<file path="config.mk">
export PLATFORM = sky130hd
export DESIGN_NAME = execute_flat
export DESIGN_NICKNAME = d
export VERILOG_FILES = /design/src/rtl/execute_if.sv /design/src/rtl/execute.sv /design/src/flat_wrapper.sv
export SDC_FILE = /design/constraint.sdc
export NUM_CORES = 1
export LEC_CHECK = 0
export BUFFER_PORTS_ARGS = -buffer_cell sky130_fd_sc_hd__buf_4
export CAP_MARGIN = 0
export CORE_MARGIN = 10
export CORE_UTILIZATION = 29
export DETAILED_ROUTE_END_ITERATION = 7
export SLEW_MARGIN = 30
export SYNTH_ARGS = -nofsm -noshare
export SYNTH_HDL_FRONTEND = slang
export SYNTH_SLANG_ARGS = --single-unit
</file>
<file path="constraint.sdc">
create_clock -name clk -period 0.8 [get_ports clk]
set_input_delay 0.08 -clock clk [delete_from_list [all_inputs] [get_ports clk]]
set_output_delay 0.08 -clock clk [all_outputs]
set_load 0.005 [all_outputs]
</file>
<file path="src/rtl/execute_if.sv">
// rtl/execute_if.sv - EX stage operand/result bundle
// Purpose: groups the EX-stage inputs (pc, immediate, register operands,
//          opcode and ALU control) and its registered results.
// Ports (modports):
//   master - drives pc, sign_extended_instr, read_data1, read_data2, opcode,
//            alu_op, alu_src; observes alu_result, zero, branch_alu_result
//   slave  - the execute stage; the reverse directions
interface execute_if #(
    parameter int WORD = 64
);
    logic [WORD-1:0] pc;
    logic [WORD-1:0] sign_extended_instr;
    logic [WORD-1:0] read_data1;
    logic [WORD-1:0] read_data2;
    logic [10:0]     opcode;
    logic [1:0]      alu_op;
    logic            alu_src;
    logic [WORD-1:0] alu_result;
    logic            zero;
    logic [WORD-1:0] branch_alu_result;

    modport master (
        output pc, sign_extended_instr, read_data1, read_data2,
               opcode, alu_op, alu_src,
        input  alu_result, zero, branch_alu_result
    );

    modport slave (
        input  pc, sign_extended_instr, read_data1, read_data2,
               opcode, alu_op, alu_src,
        output alu_result, zero, branch_alu_result
    );
endinterface

</file>
<file path="src/rtl/execute.sv">
// rtl/execute.sv - LEGv8 EX stage: operand mux, ALU control, ALU, branch adder
// Purpose: selects ALU operand B, decodes the 4-bit ALU control code from
//          alu_op/opcode, computes the ALU result with zero flag and the
//          branch target pc + (imm << 2); all results registered, 1-cycle
//          latency, a new operation every cycle.
// Ports:
//   clk   - rising-edge clock
//   rst_n - asynchronous active-low reset, clears all outputs
//   bus   - execute_if.slave: operands/controls in, registered results out
module execute #(
    parameter int WORD = 64
) (
    input  logic        clk,
    input  logic        rst_n,
    execute_if.slave    bus
);
    localparam logic [3:0] CTRL_AND    = 4'b0000;
    localparam logic [3:0] CTRL_ORR    = 4'b0001;
    localparam logic [3:0] CTRL_ADD    = 4'b0010;
    localparam logic [3:0] CTRL_SUB    = 4'b0110;
    localparam logic [3:0] CTRL_PASS_B = 4'b0111;

    localparam logic [10:0] OPC_ADD = 11'b10001011000;
    localparam logic [10:0] OPC_SUB = 11'b11001011000;
    localparam logic [10:0] OPC_AND = 11'b10001010000;
    localparam logic [10:0] OPC_ORR = 11'b10101010000;

    logic [WORD-1:0] operand_a;
    logic [WORD-1:0] operand_b;
    logic [3:0]      alu_ctrl;
    logic [WORD-1:0] alu_value;
    logic [WORD-1:0] branch_target;

    assign operand_a = bus.read_data1;
    assign operand_b = bus.alu_src ? bus.sign_extended_instr : bus.read_data2;

    // Anything not explicitly decoded (unlisted R-type opcodes, the reserved
    // alu_op=11 class) falls back to ADD.
    always_comb begin
        alu_ctrl = CTRL_ADD;
        case (bus.alu_op)
            2'b01: alu_ctrl = CTRL_PASS_B;
            2'b10: begin
                case (bus.opcode)
                    OPC_ADD: alu_ctrl = CTRL_ADD;
                    OPC_SUB: alu_ctrl = CTRL_SUB;
                    OPC_AND: alu_ctrl = CTRL_AND;
                    OPC_ORR: alu_ctrl = CTRL_ORR;
                    default: alu_ctrl = CTRL_ADD;
                endcase
            end
            default: alu_ctrl = CTRL_ADD;
        endcase
    end

    always_comb begin
        alu_value = operand_a + operand_b;
        case (alu_ctrl)
            CTRL_AND:    alu_value = operand_a & operand_b;
            CTRL_ORR:    alu_value = operand_a | operand_b;
            CTRL_SUB:    alu_value = operand_a - operand_b;
            CTRL_PASS_B: alu_value = operand_b;
            default:     alu_value = operand_a + operand_b;
        endcase
    end

    // Word offset to byte offset; top bits shifted out are simply lost.
    assign branch_target = bus.pc + {bus.sign_extended_instr[WORD-3:0], 2'b00};

    always_ff @(posedge clk or negedge rst_n) begin
        if (!rst_n) begin
            bus.alu_result        <= '0;
            bus.zero              <= 1'b0;
            bus.branch_alu_result <= '0;
        end else begin
            bus.alu_result        <= alu_value;
            bus.zero              <= (alu_value == '0);
            bus.branch_alu_result <= branch_target;
        end
    end
endmodule

</file>
<file path="src/flat_wrapper.sv">
// flat-port wrapper written by rule: the top's interface ports become plain ports
module execute_flat 
#(
    parameter int WORD = 64
)
  (clk, rst_n, bus_pc, bus_sign_extended_instr, bus_read_data1, bus_read_data2, bus_opcode, bus_alu_op, bus_alu_src, bus_alu_result, bus_zero, bus_branch_alu_result);
  execute_if #(.WORD(WORD)) bus_i ();
  input  logic clk;
  input  logic rst_n;
  input wire logic [$bits(bus_i.pc)-1:0] bus_pc;
  input wire logic [$bits(bus_i.sign_extended_instr)-1:0] bus_sign_extended_instr;
  input wire logic [$bits(bus_i.read_data1)-1:0] bus_read_data1;
  input wire logic [$bits(bus_i.read_data2)-1:0] bus_read_data2;
  input wire logic [$bits(bus_i.opcode)-1:0] bus_opcode;
  input wire logic [$bits(bus_i.alu_op)-1:0] bus_alu_op;
  input wire logic [$bits(bus_i.alu_src)-1:0] bus_alu_src;
  output wire logic [$bits(bus_i.alu_result)-1:0] bus_alu_result;
  output wire logic [$bits(bus_i.zero)-1:0] bus_zero;
  output wire logic [$bits(bus_i.branch_alu_result)-1:0] bus_branch_alu_result;
  assign bus_i.pc = bus_pc;
  assign bus_i.sign_extended_instr = bus_sign_extended_instr;
  assign bus_i.read_data1 = bus_read_data1;
  assign bus_i.read_data2 = bus_read_data2;
  assign bus_i.opcode = bus_opcode;
  assign bus_i.alu_op = bus_alu_op;
  assign bus_i.alu_src = bus_alu_src;
  assign bus_alu_result = bus_i.alu_result;
  assign bus_zero = bus_i.zero;
  assign bus_branch_alu_result = bus_i.branch_alu_result;
  execute #(.WORD(WORD)) u_core (.clk(clk), .rst_n(rst_n), .bus(bus_i));
endmodule
</file>
# Word level (Yosys, flattened, before mapping)
# Index checks and enable logic that the tools add are counted.
# word_totals
ff_bits,129
out_inout_bits,129
elab_cells,22
# classes
addsub,3
eq_ne,8
mux,4
bitwise_logic,2
reduce_logical,2
# ops
cell,count
$pmux 64 s4,1
$add 64x64->64,2
$and 64x64->64,1
$logic_not 64->1,1
$mux 64,1
$or 64x64->64,1
$sub 64x64->64,1
$eq 11x11->1 const B,3
$pmux 3 s3,1
$eq 4x3->1 const B,2
$pmux 4 s2,1
$eq 4x1->1 const B,1
$logic_not 4->1,1
$eq 2x1->1 const B,1
$eq 2x2->1 const B,1

# Depth between registers and ports, before layout
# Gate-level depths: netlist of the first run.
# depth
ltp_word,6
ltp_mapped,30
ltp_nobuf,27

# Worst setup path before layout of the first run
# Ideal clock, no wire load.
# synth_path
path_type,input to register
start,in bus_alu_src
end,reg u_core.bus.zero
arrival_ps,6200
slack_ps,-5496
stages,28
n_path_buf,3
cell_sequence,buf_2 -> buf_2 -> mux2i_1 -> ha_1 -> o21ai_0 -> or2_2 -> nor4_2 -> nand2_1 -> nor2_1 -> nand3_1 -> nor2_1 -> nand2_1 -> o21ai_0 -> xnor2_1 -> ha_1 -> clkbuf_1 -> nand2_1 -> or3_1 -> o2111a_1 -> o22a_1 -> o2111ai_2 -> nand2_2 -> xor2_1 -> o22ai_1 -> or4_1 -> or4_1 -> or4_1 -> nor4_2
# synth_via
elab_chain_cells,4
elab_cells_between_ends,7
# synth_lines
element,line,rtl
"start, declared",flat_wrapper.sv:16,input wire logic [$bits(bus_i.alu_src)-1:0] bus_alu_src;
$mux 64 *,execute.sv:35,assign operand_b = bus.alu_src ? bus.sign_extended_instr : bus.read_data2;
$add 64x64->64 (tied with other cells),n/a,
$pmux 64 s4 *,execute.sv:58,case (alu_ctrl)
named net u_core.alu_value[55],execute.sv:31,logic [WORD-1:0] alu_value;
$logic_not 64->1 *,execute.sv:77,bus.zero <= (alu_value == '0);
"end signal, assigned",execute.sv:77,
"end, declared",execute_if.sv:31,"output alu_result, zero, branch_alu_result"
# Mark *: on every way through the listed nets, which the timed path passes. The rest lies on a longest branch.

# Worst setup path in the final report of the first run
# Same ends and word-level chain as after synthesis.

==> results of run 1 <==
==> through the flow <==
stage,hold slack (ps),power (mW),area (µm²)
CTS,-93.6,45.1,27000
finish,-68.3,47.7,28900
floorplan,-216,19.5,15700
global route,-50.3,50.0,28900
detailed placement,-16.7,34.0,25100
global placement,-17.5,33.8,25100
==> sequential cells by signal (all words and copies together), names as in the netlist <==
| register | count |
|---|---|
| u_core.bus.alu_result | 64 |
| u_core.bus.zero | 1 |
| u_core.bus.branch_alu_result | 64 |
==> how the worst max path moves through the flow <==
stage and endpoint:
2_1_floorplan u_core.bus.zero$_DFF_PN0_, 3_3_place_gp u_core.bus.zero$_DFF_PN0_, 3_5_place_dp u_core.bus.zero$_DFF_PN0_, 4_1_cts u_core.bus.zero$_DFF_PN0_
5_1_grt u_core.bus.zero$_DFF_PN0_, 6_report u_core.bus.zero$_DFF_PN0_
==> worst max-delay path, cell delays in order <==
cell	delay (ps)
buf_12	130
buf_16	140
or3_4	400
a21oi_4	160
and4_4	220
buf_4	120
and4b_1	210
buf_4	120
and3_4	200
a31oi_4	100
xor2_2	200
ha_1	320
nand4_1	160
or3_4	400
o2111a_1	280
o22a_1	230
o2111ai_4	100
nand2_2	110
xor2_1	190
o22ai_2	110
or4_4	550
or4_1	480
or4_4	420
nor4_2	130
==> cells in the final DEF, fill, tap and decap left out, types with 18 or more instances in the layout <==
cell and instances:
nor2_1 118, o22ai_1 25, inv_1 42, o21a_1 20
maj3_1 35, clkbuf_16 19, dfrtp_1 129, o21ai_2 25
buf_6 104, xor2_2 22, ha_1 82, xnor2_2 18
nand2_1 142, o21ai_0 39, a21oi_2 60, mux2i_1 60
nand4_1 43, o21ai_1 32, a21o_1 84, xor2_1 61
ha_4 41, a21oi_1 93, buf_4 1191, xnor2_1 63
nor3_1 23, nand3_1 24
==> power by group through the flow <==
stage	Combinational, mW	Sequential (mW)	Clock, mW
floorplan	10.6	8.90	0
global placement	24.9	8.90	0
detailed placement	25.1	8.88	0
CTS	26.9	8.79	9.36
global route	31.5	8.94	9.56
finish	29.8	8.81	9.16
==> cell families (layout without fill, tap and decap cells) <==
family | count (synthesis) | count (layout)
flops | 129 | 129
other cells | 0 | 3
xor+xnor | 167 | 167
simple gates | 548 | 548
mux | 67 | 67
fa+ha+maj | 166 | 166
buf+inv | 136 | 1390
compound gates | 592 | 592
==> final cells by class <==
class / count / area (µm²) / share of cell area [%]
timing repair buffer: 1312 / 10400 / 36.0
inverter: 46 / 175 / 0.607
sequential: 129 / 3230 / 11.2
clock inverter: 14 / 226 / 0.784
tap: 672 / 841 / 2.91
clock buffer: 18 / 429 / 1.49
antenna: 3 / 7.51 / 0.0260
multi-input combinational: 1540 / 13600 / 47.0
==> metal layers <==
metal  track usage [%]  wire length (µm)  part of all wire (%)  vias to the layer above
li1                  -                 -                     -                     9202
met5                 0                 0                     0                        -
met3              5.56              6740                   8.0                      173
met2              40.7             37800                    45                      873
met1              35.3             36300                    43                     9419
met4              10.8              3050                   3.6                        0
==> what timing repair did <==
action	in CTS	in global routing
pin swaps	118	162
buffers inserted	49	56
cloned	0	2
endpoints found under the hold margin	143	3
endpoints found under the setup margin	252	252
gates resized for setup	196	273
==> flow_metrics.py, run 1 <==
metrics = {
    "run_status": {
        "status": "finished, violations left",
        "violations": "hold timing, setup timing",
    },
    "cts": {
        "cts_buffer_depth": 2,
        "cts.sinks": 129,
        "htreeDepth": 4,
        "cts_inserted_buffers": 17,
        "cts_tree": "yes",
        "cts_root_buf": "clkbuf_16",
        "cts_hold_buffers": 6,
        "clk_pin_slew_ps": 60,
    },
    "die": {
        "num_rows": 82,
        "initial_utilization_pct": 29.2,
        "core_mm2": 0.0499,
        "pin_count": 401,
        "die_y_um": 244,
        "dieArea_mm2": 0.0595,
        "dieWidth_um": 244,
    },
    "routing": {
        "wl_per_cell_um": 22.5,
        "via_per_inst": 5.27,
        "dr_total_vias": 19700,
        "dr.pass1.iters": 5,
        "drt_iter0_drc": 1540,
        "routed_wl_um": 83900,
        "ant_nets": 0,
        "drc": 0,
    },
    "yosys": {
        "synth_edf_count": 0,
        "synth_area_leaders": "dfrtp_1, ha_1, a21oi_1",
        "synth.net_count": 2208,
        "yosysTopAreaCellShare_pct": 22.2,
        "synth_fa_ha_area_share_pct": 13.8,
        "synth.most_common_cell": "a21oi_1",
        "synth_simple_gate_area_share_pct": 18.7,
        "avgSynthCellArea_um2": 8.06,
        "ys_types": 92,
        "synth.area.mux_share_pct": 4.64,
        "synth_top_family_by_area": "compound AO/OA/AOI/OAI gates",
        "synth_xor_area_share_pct": 10.1,
        "seq_area_frac_synth_pct": 22.2,
        "synth_seq_cells": 129,
        "ys.warnings.count": 0,
        "yosys-top-cells-count": "a21oi_1, nand2_1, nor2_1",
        "netlist_instances": 1805,
        "synth-async-reset-ratio_pct": 100,
        "synth_top_area_cell": "dfrtp_1",
        "synth_compound_area_share_pct": 26.9,
        "syn_area_mm2": 0.0145,
        "synth_ff_type": "dfrtp_1",
    },
    "pwr": {
        "pwr-share-comb_pct": 62.4,
        "p_int_mw": 29.4,
        "power_density_mw_per_mm2": 1650,
        "switching_share_pct": 38.4,
        "p_leak_nw": 13.7,
        "vdd_drop_max_v": 0.00184,
        "p_clk_share_pct": 19.2,
        "p_seq_share_pct": 18.4,
        "netSwitchingPower_mw": 18.4,
    },
    "timing": {
        "hold_viol_final": 2,
        "relSlewSlack_pct": 50.5,
        "setup_viol": 252,
        "final.min_clock_period_ps": 5170,
        "worst_slack_ps": -4370,
        "fmax_mhz": 193,
        "tightest_slew_ps": 743,
        "period_share_pct": 647,
        "fin_setup_tns_ps": -279950,
        "rsz0062_at_grt": "true",
        "maxSlewViolCount": 0,
        "whs_ps": -68.3,
    },
    "global_route": {
        "gr-usage-all-layers_pct": 26.4,
        "antenna_found_initial": 4,
        "grt_pass1_vias": 19800,
        "overflow": 0,
        "grt_pass1_wl_um": 120000,
        "grt_max_degree": 49,
    },
    "worst_setup_path": {
        "worst_setup_path_end_kind": "register",
        "crit_path_max_fanout": 7,
        "cp-start-kind": "input port",
        "cp.arrival_ps": 5580,
        "worstPathRequired_ps": 1200,
        "worstSetupStartpoint": "bus_alu_src",
        "critPathKind": "input port to register",
    },
    "placement": {
        "place_inst": 3594,
        "gp_congestion": 1.01,
        "place.detailed.hpwl_um": 68300,
        "io_buffers": 400,
        "pre_cts_slack_ps": -5340,
    },
    "finish": {
        "nFillCells": 4387,
        "fin_util_pct": 57.9,
        "drive_above_1_share_pct": 57.6,
        "synthToLayoutAreaGrowth_pct": 98.5,
        "instances_no_fill": 3734,
        "nets": 3449,
    },
    "hold_path": {
        "hold_class": "input port to register",
        "worstHoldEndpoint": "u_core.bus.branch_alu_result[62]$_DFF_PN0_",
        "hold_depth": 3,
        "worstHoldStart": "bus_pc[62]",
    },
    "job": {
        "max-cap-violations": 0,
    },
}
Note: power is estimated with default switching activity, not from simulation.
==> inputs of run 2 (changes only) <==
Settings changed: CTS_BUF_LIST set to sky130_fd_sc_hd__clkbuf_8.
==> flow_metrics.py, run 2 (synthesized netlist as in run 1, its figures left out) <==
metrics = {
    "pwr": {
        "pwr-share-comb_pct": 64.2,
        "p_int_mw": 26.8,
        "switching_share_pct": 39.7,
        "p_leak_nw": 13.3,
        "p_clk_share_pct": 16.0,
        "power_density_mw_per_mm2": 1610,
        "vdd_drop_max_v": 0.00138,
        "p_seq_share_pct": 19.8,
        "total_power_mw": 44.5,
        "netSwitchingPower_mw": 17.7,
    },
    "die": {
        "dieArea_mm2": 0.0595,
        "dieWidth_um": 244,
        "num_rows": 82,
        "pin_count": 401,
        "core_mm2": 0.0499,
        "die_y_um": 244,
        "initial_utilization_pct": 29.2,
    },
    "worst_setup_path": {
        "worstSetupStartpoint": "bus_alu_src",
        "endpoint": "u_core.bus.zero$_DFF_PN0_",
        "worstPathRequired_ps": 1280,
        "slowest_stage": "or4_1",
        "max_stage_delay_ps": 500,
        "worst_setup_path_end_kind": "register",
        "cp.arrival_ps": 5550,
        "cp-start-kind": "input port",
        "cp_common_cell": "or2_4",
        "critPathKind": "input port to register",
        "crit_path_max_fanout": 24,
    },
    "timing": {
        "worst_slack_ps": -4270,
        "setup_viol": 251,
        "rsz0062_at_grt": "true",
        "hold_viol_final": 44,
        "period_share_pct": 634,
        "maxSlewViolCount": 0,
        "relSlewSlack_pct": 55.4,
        "whs_ps": -148,
        "tightest_slew_ps": 669,
        "fmax_mhz": 197,
        "final.min_clock_period_ps": 5070,
    },
    "finish": {
        "final_cell_mix": "buf_4, nand2_1, dfrtp_1",
        "synthToLayoutAreaGrowth_pct": 90.5,
        "nets": 3407,
        "final_common_cell": "buf_4",
        "reg_top3": "u_core.bus.alu_result x64, u_core.bus.branch_alu_result x64, u_core.bus.zero x1",
        "drive_above_1_share_pct": 55.4,
        "fin_util_pct": 55.6,
        "nFillCells": 4528,
        "register_area_mm2": 0.00323,
        "instances_no_fill": 3695,
        "multi_input_area_mm2": 0.0131,
    },
    "cts": {
        "cts_tree": "yes",
        "htreeDepth": 4,
        "cts.sinks": 129,
        "cts_root_buf": "clkbuf_8",
        "clk_pin_slew_ps": 90,
        "cts_inserted_buffers": 17,
        "cts_buffer_depth": 2,
        "cts_hold_buffers": 7,
    },
    "routing": {
        "via_per_inst": 5.26,
        "dr.pass1.iters": 6,
        "routed_wl_um": 82000,
        "drc": 0,
        "drt_iter0_drc": 1544,
        "wl_per_cell_um": 22.2,
        "ant_nets": 0,
        "dr_total_vias": 19400,
    },
    "hold_path": {
        "hold_class": "input port to register",
    },
    "global_route": {
        "gr-usage-all-layers_pct": 26.4,
        "grt_max_degree": 49,
        "overflow": 0,
        "grt_pass1_vias": 19700,
        "antenna_found_initial": 5,
        "grt_pass1_wl_um": 121000,
    },
    "placement": {
        "place.detailed.hpwl_um": 68300,
        "pre_cts_slack_ps": -5340,
        "io_buffers": 400,
        "gp_congestion": 1.01,
        "place_inst": 3594,
    },
    "job": {
        "max-cap-violations": 0,
    },
    "run_status": {
        "status": "finished, violations left",
        "violations": "hold timing, setup timing",
    },
}
==> run 2: cell count changes in the layout (fill, tap and decap cells not counted), sizes merged <==
cell / delta
buf: -42
clkbuf: -2
diode: +3
dlygate4sd3: +1
inv: +1
==> run 2: metrics by stage <==
| stage | area (µm²) | hold slack [ps] | setup TNS, ps |
|---|---|---|---|
| after global routing | 27700 | -125 | -292260 |
| after CTS | 27000 | -191 | -274290 |
| after detailed placement | 25100 | -16.7 | -338060 |
| after global placement | 25100 | -17.5 | -330010 |
| final | 27700 | -148 | -274450 |
| after floorplan | 15700 | -216 | -243040 |
==> run 2: area by class of cell <==
| type | count | area share [%] |
|---|---|---|
| clock buffer | 17 | 0.844 |
| timing repair buffer | 1270 | 35.6 |
| tap | 672 | 3.03 |
| sequential | 129 | 11.6 |
| clock inverter | 15 | 0.831 |
| multi-input combinational | 1540 | 47.4 |
| inverter | 46 | 0.632 |
| antenna | 6 | 0.0542 |
==> run 2: what timing repair did <==
item / CTS / global route
buffers inserted: 47 / 11
pin swaps: 121 / 56
endpoints found under the setup margin: 251 / 252
resized for setup: 227 / 109
hold endpoints to repair: 198 / 42
==> run 2: worst max-delay path, delay by kind of cell <==
| family | cells | cell delay [ps] |
|---|---|---|
| AND/OR/NAND/NOR | 17 | 3790 |
| XOR/XNOR | 2 | 310 |
| AO/OA/AOI/OAI | 4 | 450 |
| adder cells (fa/ha/maj) | 1 | 330 |
| buffers and inverters | 4 | 570 |
==> run 2: worst min path at each step <==
stage / slack, ps / cells after the start / from / end
floorplan: -220 / 0 / rst_n / u_core.bus.alu_result[0]$_DFF_PN0_
global placement: -20 / 1 / rst_n / u_core.bus.zero$_DFF_PN0_
detailed placement: -20 / 1 / rst_n / u_core.bus.zero$_DFF_PN0_
CTS: -190 / 3 / bus_pc[62] / u_core.bus.branch_alu_result[62]$_DFF_PN0_
global route: -130 / 3 / bus_pc[62] / u_core.bus.branch_alu_result[62]$_DFF_PN0_
finish: -150 / 3 / bus_pc[62] / u_core.bus.branch_alu_result[62]$_DFF_PN0_
==> run 2: power by group through the flow <==
stage,Combinational (mW),Clock [mW],Sequential [mW]
after global routing,30.4,7.46,8.93
after global placement,24.9,0,8.90
after floorplan,10.6,0,8.90
after CTS,27.2,7.29,8.78
after detailed placement,25.1,0,8.88
final,28.6,7.12,8.79
==> run 2: metal layers <==
metal / global-route usage [%] / share of wire (%)
met1: 36.2 / 45
met2: 41.5 / 45
met3: 4.09 / 6.8
met4: 9.08 / 3.2
met5: 0 / 0
